===== src/rtl/mac_params.sv =====
// Shared MAC TX parameters, the FCS-insert FSM state type and the CRC-32 / lane-packing helpers.
package mac_params;

  localparam int N_SYMBOLS   = 4;
  localparam int W_SYMBOL    = 8;
  localparam int W_CRC       = 32;
  localparam int W_FCS_BYTES = W_CRC / W_SYMBOL;
  localparam int W_LANE_CNT  = $clog2(N_SYMBOLS + 1);
  localparam int W_CAT_IDX   = $clog2(N_SYMBOLS + W_FCS_BYTES);

  localparam logic [W_CRC-1:0] CRC_RESET = 32'hFFFF_FFFF;
  localparam logic [W_CRC-1:0] CRC_POLY  = 32'hEDB8_8320;

  typedef enum logic [1:0] {
    S_DATA = 2'd0,
    S_LAST = 2'd1,
    S_TAIL = 2'd2
  } tx_fcs_state_t;

  // Reflected CRC-32 update over one byte, LSB first.
  function automatic logic [W_CRC-1:0] crc32_byte(input logic [W_CRC-1:0] crc,
                                                  input logic [W_SYMBOL-1:0] data);
    logic [W_CRC-1:0] c;
    c = crc ^ {{(W_CRC-W_SYMBOL){1'b0}}, data};
    for (int i = 0; i < W_SYMBOL; i++) begin
      if (c[0]) c = (c >> 1) ^ CRC_POLY;
      else      c = c >> 1;
    end
    return c;
  endfunction

  function automatic logic [W_LANE_CNT-1:0] lane_count(input logic [N_SYMBOLS-1:0] valid);
    logic [W_LANE_CNT-1:0] n;
    n = '0;
    for (int i = 0; i < N_SYMBOLS; i++) n = n + {{(W_LANE_CNT-1){1'b0}}, valid[i]};
    return n;
  endfunction

  function automatic logic [N_SYMBOLS-1:0] lane_mask(input logic [W_LANE_CNT-1:0] k);
    logic [N_SYMBOLS-1:0] m;
    for (int i = 0; i < N_SYMBOLS; i++) m[i] = (W_LANE_CNT'(i) < k);
    return m;
  endfunction

  // Index into {fcs bytes, data bytes}: data bytes sit at 0..N-1, FCS byte j at N+j.
  function automatic logic [W_CAT_IDX-1:0] pack_index(input int lane,
                                                      input logic [W_LANE_CNT-1:0] k,
                                                      input logic tail);
    int idx;
    if (tail)                  idx = lane + N_SYMBOLS + W_FCS_BYTES - int'(k);
    else if (lane < int'(k))   idx = lane;
    else                       idx = lane + N_SYMBOLS - int'(k);
    return W_CAT_IDX'(idx);
  endfunction

endpackage


===== src/rtl/mac_crc32.sv =====
// Ethernet CRC-32 accumulator over a lane-packed byte beat; o_crc is the finished (inverted) FCS.
module mac_crc32
  import mac_params::*;
(
  input  logic                               i_clk,
  input  logic                               i_reset,
  input  logic                               i_clk_en,
  input  logic                               i_crc_clr,
  input  logic [N_SYMBOLS-1:0]               i_crc_en,
  input  logic [N_SYMBOLS-1:0][W_SYMBOL-1:0] i_data,
  output logic [W_CRC-1:0]                   o_crc
);

  logic [W_CRC-1:0] crc_r;
  logic [W_CRC-1:0] crc_next_s;

  // Fold the enabled lanes in wire order, lane 0 first.
  always_comb begin
    crc_next_s = crc_r;
    for (int lane = 0; lane < N_SYMBOLS; lane++) begin
      if (i_crc_en[lane]) crc_next_s = crc32_byte(crc_next_s, i_data[lane]);
      else                crc_next_s = crc_next_s;
    end
  end

  // CRC state register; clear wins over update.
  always_ff @(posedge i_clk) begin
    if (i_reset) begin
      crc_r <= CRC_RESET;
    end else if (i_clk_en) begin
      if (i_crc_clr) crc_r <= CRC_RESET;
      else           crc_r <= crc_next_s;
    end
  end

  assign o_crc = ~crc_r;

endmodule


===== src/rtl/mac_tx_fcs_insert_chk.sv =====
// Protocol checker for accepted input beats of mac_tx_fcs_insert.
module mac_tx_fcs_insert_chk
  import mac_params::*;
(
  input logic                 i_clk,
  input logic                 i_reset,
  input logic                 i_accept,
  input logic [N_SYMBOLS-1:0] i_valid,
  input logic                 i_eof
);

  localparam logic [N_SYMBOLS-1:0] LANE0 = N_SYMBOLS'(1);

  // A mask is contiguous from lane 0 exactly when adding one clears every set bit.
  always @(posedge i_clk) begin
    if (!i_reset && i_accept) begin
      assert ((i_valid & (i_valid + LANE0)) == '0)
        else $fatal(1, "i_valid mask %b is not contiguous from lane 0", i_valid);
      assert (i_eof || (i_valid == '1))
        else $fatal(1, "non-last beat carries partial i_valid mask %b", i_valid);
    end
  end

endmodule


===== src/rtl/mac_tx_fcs_insert.sv =====
// TX MAC stage appending the 32-bit FCS directly after the last data byte of each frame.
module mac_tx_fcs_insert
  import mac_params::*;
(
  input  logic                               i_clk,
  input  logic                               i_reset,
  input  logic                               i_clk_en,
  input  logic [N_SYMBOLS-1:0][W_SYMBOL-1:0] i_data,
  input  logic [N_SYMBOLS-1:0]               i_valid,
  input  logic                               i_eof,
  output logic                               o_ready,
  output logic [N_SYMBOLS-1:0][W_SYMBOL-1:0] o_data,
  output logic [N_SYMBOLS-1:0]               o_valid,
  output logic                               o_eof
);

  tx_fcs_state_t                                   state_r;
  logic [N_SYMBOLS-1:0][W_SYMBOL-1:0]              data_r;
  logic [N_SYMBOLS-1:0]                            valid_r;
  logic [W_LANE_CNT-1:0]                           k_r;
  logic [W_CRC-1:0]                                fcs_q;
  logic [W_CRC-1:0]                                crc_s;
  logic                                            accept_s;
  logic                                            crc_clr_s;
  logic [N_SYMBOLS-1:0]                            crc_en_s;
  logic [N_SYMBOLS+W_FCS_BYTES-1:0][W_SYMBOL-1:0]  cat_s;

  assign o_ready   = (state_r != S_LAST);
  assign accept_s  = i_clk_en & o_ready & (|i_valid);
  assign crc_en_s  = accept_s ? i_valid : '0;
  assign crc_clr_s = (state_r == S_LAST);

  mac_crc32 u_crc (
    .i_clk     (i_clk),
    .i_reset   (i_reset),
    .i_clk_en  (i_clk_en),
    .i_crc_clr (crc_clr_s),
    .i_crc_en  (crc_en_s),
    .i_data    (i_data),
    .o_crc     (crc_s)
  );

  mac_tx_fcs_insert_chk u_chk (
    .i_clk    (i_clk),
    .i_reset  (i_reset),
    .i_accept (accept_s),
    .i_valid  (i_valid),
    .i_eof    (i_eof)
  );

  // FSM plus input-beat register; the beat held in S_LAST is the frame's last data beat.
  always_ff @(posedge i_clk) begin
    if (i_reset) begin
      state_r <= S_DATA;
      data_r  <= '0;
      valid_r <= '0;
      k_r     <= '0;
      fcs_q   <= '0;
    end else if (i_clk_en) begin
      case (state_r)
        S_LAST: begin
          fcs_q   <= crc_s;
          state_r <= S_TAIL;
        end
        S_DATA, S_TAIL: begin
          if (accept_s) begin
            data_r  <= i_data;
            valid_r <= i_valid;
            k_r     <= lane_count(i_valid);
            state_r <= i_eof ? S_LAST : S_DATA;
          end else begin
            data_r  <= '0;
            valid_r <= '0;
            state_r <= S_DATA;
          end
        end
        default: state_r <= S_DATA;
      endcase
    end
  end

  // Output lane packing; in S_LAST the CRC register already covers the whole frame.
  always_comb begin
    cat_s   = {((state_r == S_TAIL) ? fcs_q : crc_s), data_r};
    o_data  = '0;
    o_valid = '0;
    o_eof   = 1'b0;
    case (state_r)
      S_DATA: begin
        o_data  = data_r;
        o_valid = valid_r;
        o_eof   = 1'b0;
      end
      S_LAST: begin
        for (int lane = 0; lane < N_SYMBOLS; lane++) begin
          o_data[lane] = cat_s[pack_index(lane, k_r, 1'b0)];
        end
        o_valid = '1;
        o_eof   = 1'b0;
      end
      S_TAIL: begin
        for (int lane = 0; lane < N_SYMBOLS; lane++) begin
          if (W_LANE_CNT'(lane) < k_r) o_data[lane] = cat_s[pack_index(lane, k_r, 1'b1)];
          else                         o_data[lane] = '0;
        end
        o_valid = lane_mask(k_r);
        o_eof   = 1'b1;
      end
      default: begin
        o_data  = '0;
        o_valid = '0;
        o_eof   = 1'b0;
      end
    endcase
  end

endmodule


===== config.mk =====
export PLATFORM = sky130hd
export DESIGN_NAME = mac_tx_fcs_insert
export DESIGN_NICKNAME = d
export VERILOG_FILES = /design/src/rtl/mac_params.sv /design/src/rtl/mac_crc32.sv /design/src/rtl/mac_tx_fcs_insert_chk.sv /design/src/rtl/mac_tx_fcs_insert.sv
export SDC_FILE = /design/constraint.sdc
export NUM_CORES = 1
export LEC_CHECK = 0
export BUFFER_PORTS_ARGS = -buffer_cell sky130_fd_sc_hd__buf_2
export CAP_MARGIN = 10
export CORE_MARGIN = 4
export CORE_UTILIZATION = 58
export CTS_BUF_LIST = sky130_fd_sc_hd__clkbuf_8
export CTS_CLUSTER_DIAMETER = 120
export DETAILED_ROUTE_END_ITERATION = 8
export GPL_TIMING_DRIVEN = 0
export PLACE_DENSITY_LB_ADDON = 0.2
export SLEW_MARGIN = 20
export SYNTH_ARGS = -nofsm -noshare
export SYNTH_HDL_FRONTEND = slang
export SYNTH_SLANG_ARGS = --single-unit

===== constraint.sdc =====
create_clock -name i_clk -period 5.3 [get_ports i_clk]
set_input_delay 0.265 -clock i_clk [delete_from_list [all_inputs] [get_ports i_clk]]
set_output_delay 0.265 -clock i_clk [all_outputs]
set_load 0.01 [all_outputs]

==> metrics.md <==
| Metric | Value |
|---|---|
| Number of I/O port buffers | `76` |
| Yosys warns | `0` |
| Layout fillers | `1795` |
| WL per Instance | `26.9 µm` |
| I/O pin total | `78` |
| Area of the multi-input gates | `10100 µm²` |
| Switching power | `4.92 mW` |
| 1st-iter DRT viols | `1900` |
| Total Power | `10.1 mW` |
| Crit Path Max Fanout | `7` |
| Outcome | `finished, final reports clean` |
| Endpoints failing setup | `0` |
| Post-Syn Area | `12400 µm²` |
| Share of layout cells above drive strength 1 | `19.6%` |
| Clock power share | `5.4%` |
| Routed vias/inst | `6.69` |
| Global-route usage over all layers | `40.6%` |
| Pint | `5.20 mW` |
| Syn_nets | `1488` |
| Total Nets Final | `1629` |
| Num CTS Buffers | `9` |
| Maximum clock insertion buffer count | `2` |
| Layout Cells excl Fill | `1859` |
| GPL Wtd Cong | `1.06` |
| Ys async rst share | `0%` |
| Antenna fix cells | `0` |
| Hold/Removal Path Class | `primary input to flip-flop` |
| Leak Pwr | `5.52 nW` |
| Critical path arrival | `5.49 ns` |
| Global-route wire length before repair | `72.9 mm` |
| Most common cell after layout, fill and taps aside | `nor2_1` |
| Most frequent cells in the layout | `nor2_1, xnor2_1, a21oi_1` |
| Sequential area share after synthesis | `17.0%` |
| Minimum clock period | `5.22 ns` |
| Die ar. | `23700 µm²` |
| Worst Setup End Kind | `flip-flop` |
| Flops & latches, synth | `105` |
| Post-synth cell types | `68` |
| TritonRoute pass-1 iters | `7` |
| Power per cell area | `714 nW/µm²` |
| Sequential share of power | `11.3%` |
| Number of enable flip-flop cells after synthesis | `0` |
| Worst hold slack | `0.147 ns` |
| FF+latch area | `2130 µm²` |
| Number of max-cap violations | `0` |
| H-Tree Depth | `3` |
| Via count | `12.4k` |
| Worst clock skew | `0.0213 ns` |
| Worst Path Class, Setup | `flip-flop to flip-flop` |
| Post-layout util | `67.7%` |
| Worst-Margin Slew | `1.10 ns` |
| Chip width | `154 µm` |
| Final hold violations | `0` |
| Total grt overflow | `0` |
| Synth Flop Type | `dfxtp_1` |
| Total Neg Setup Slack | `0 ns` |
| TritonCTS clock tree | `built` |
| Area growth syn-to-layout | `14.8%` |
| Fmax | `191 MHz` |
| Worst VDD drop | `0.760 mV` |
| Top cells by area, synth | `dfxtp_1, mux4_2, xnor2_1` |
| Starting Density | `59.0%` |
| Detailed Place HPWL | `38.6 mm` |
| Area of the core | `21000 µm²` |
| Req. time, crit path | `5.57 ns` |
| RSZ-0062 raised after global routing | `yes` |
| Rel. slew slack | `26.0%` |
| Die height | `154 µm` |
| Largest net degree at the start of global routing | `23` |
| Remaining antenna violation count | `0` |
| Yosys top cell by area | `dfxtp_1` |
| Worst skew pair latency | `0.41 ns` |
| Initial antenna violation count | `1` |
| Post-Syn Instances | `1438` |
| Post-synth top area share | `17.0%` |
| Final slew viol count | `0` |
| Vias in the first global route | `11.5k` |
| Remaining DRCs | `0` |
| Placed cells | `1789` |
| Clock root buffer | `clkbuf_8` |
| Crit path launch type | `flip-flop` |
| Final worst-path cycle share | `98.6%` |
| Combinational power share | `83.3%` |
| Rows | `53` |
| Reg clk slew, reported paths | `0.13 ns` |
| Switching fraction of total power | `48.7%` |
| Syn avg cell area | `8.59 µm²` |
| Clock Sinks | `105` |
| Final wirelength | `50.1 mm` |
-- routing by layer --
| layer | GRT usage [%] | share of wire [%] | vias up |
|---|---|---|---|
| li1 | - | - | 5455 |
| met1 | 56.8 | 39 | 5838 |
| met2 | 57.5 | 42 | 981 |
| met3 | 11.5 | 14 | 160 |
| met4 | 20.0 | 5.7 | 2 |
| met5 | 0 | 0.028 | - |
-- cell type report --
class / instances / share of cell area [%]
Sequential cell: 105 / 15.0
Timing Repair Buffer: 132 / 6.00
Clock inverter: 7 / 0.609
Tap cell: 275 / 2.43
Clock buffer: 9 / 0.874
Buffer: 108 / 2.96
Multi-Input combinational cell: 1199 / 71.5
Inverter: 24 / 0.635
-- timing repair --
| item | in CTS | in global routing |
|---|---|---|
| endpoints found under the setup margin | 32 | 35 |
| gates resized for setup | 41 | 35 |
| setup buffers | 13 | 43 |
| pin swaps | 10 | 16 |
| hold endpoints to repair | 0 | 0 |
| hold buffers | 0 | 0 |
-- flip-flops by register name, indices dropped and copies added, names as in the netlist --
signal / flops
u_crc.crc_r: 32
cat_s: 32
state_r: 2
k_r: 3
fcs_q: 32
valid_r: 4
-- final timing paths --
check                               startpoint               to  slack, ns  cells past startpoint
worst min-delay path                     i_eof       state_r[0]       0.15                      3
worst max-delay path            u_crc.crc_r[1]  u_crc.crc_r[19]       0.08                     18
worst min register to register        fcs_q[4]         fcs_q[4]       0.50                      2
worst max register to register  u_crc.crc_r[1]  u_crc.crc_r[19]       0.08                     18
-- worst max-delay path, stage by stage, from the launching register on --
cell     delay (ns)
dfxtp_4        0.43
xnor2_4        0.16
buf_4          0.17
xnor2_4        0.30
xor3_1         0.43
mux2i_4        0.28
xnor2_4        0.23
xnor3_1        0.27
mux2_2         0.34
xnor2_4        0.20
buf_12         0.14
xnor3_2        0.45
xor2_1         0.17
a21oi_2        0.30
xor3_2         0.59
buf_4          0.18
xor2_1         0.16
xnor2_1        0.17
a22oi_1        0.09
-- Yosys cell counts, types with 5 or more instances --
| library cell | instances |
|---|---|
| ha_1 | 9 |
| xor3_1 | 8 |
| xnor3_1 | 29 |
| xnor2_4 | 10 |
| nand2b_1 | 7 |
| nand3_1 | 7 |
| xor2_4 | 5 |
| xnor2_2 | 10 |
| o21ai_1 | 10 |
| clkbuf_1 | 95 |
| o221ai_1 | 11 |
| o211ai_1 | 13 |
| mux4_2 | 57 |
| mux2i_1 | 91 |
| a221o_1 | 6 |
| inv_1 | 23 |
| a31oi_1 | 7 |
| o22ai_1 | 44 |
| nand2_1 | 86 |
| nor3_1 | 6 |
| a21oi_1 | 118 |
| nor2b_1 | 6 |
| a211o_1 | 10 |
| a22oi_1 | 47 |
| xor2_1 | 58 |
| buf_1 | 13 |
| nor2_1 | 233 |
| o21a_1 | 5 |
| a211oi_1 | 12 |
| dfxtp_1 | 105 |
| mux2_2 | 14 |
| xnor2_1 | 145 |
| o21ai_0 | 86 |
-- stage by stage --
stage	setup WS [ns]	area, µm²
2_1_floorplan	0.258	12400
3_3_place_gp	-0.995	13100
3_5_place_dp	-1.09	13100
4_1_cts	-0.0131	13700
5_1_grt	-0.0442	14200
6_report	0.0751	14200
-- power by group through the flow --
| stage | logic, mW | registers [mW] | clock network, mW |
|---|---|---|---|
| 2_1_floorplan | 6.03 | 0.990 | 0 |
| 3_3_place_gp | 7.29 | 1.12 | 0 |
| 3_5_place_dp | 7.38 | 1.12 | 0 |
| 4_1_cts | 7.73 | 1.12 | 0.539 |
| 5_1_grt | 8.87 | 1.14 | 0.576 |
| 6_report | 8.43 | 1.15 | 0.543 |
-- logic make-up after synthesis --
logic type,after synthesis,share of synthesized area [%]
AOI/OAI and AO/OA,393,20.0
and+or+nand+nor,362,11.9
xor gates and xnor gates,269,26.5
muxes,165,19.4
buffers and inverters,134,4.09
DFF,105,17.0
adders and majority gates,10,1.07
Note: power is estimated with default switching activity, not from simulation.
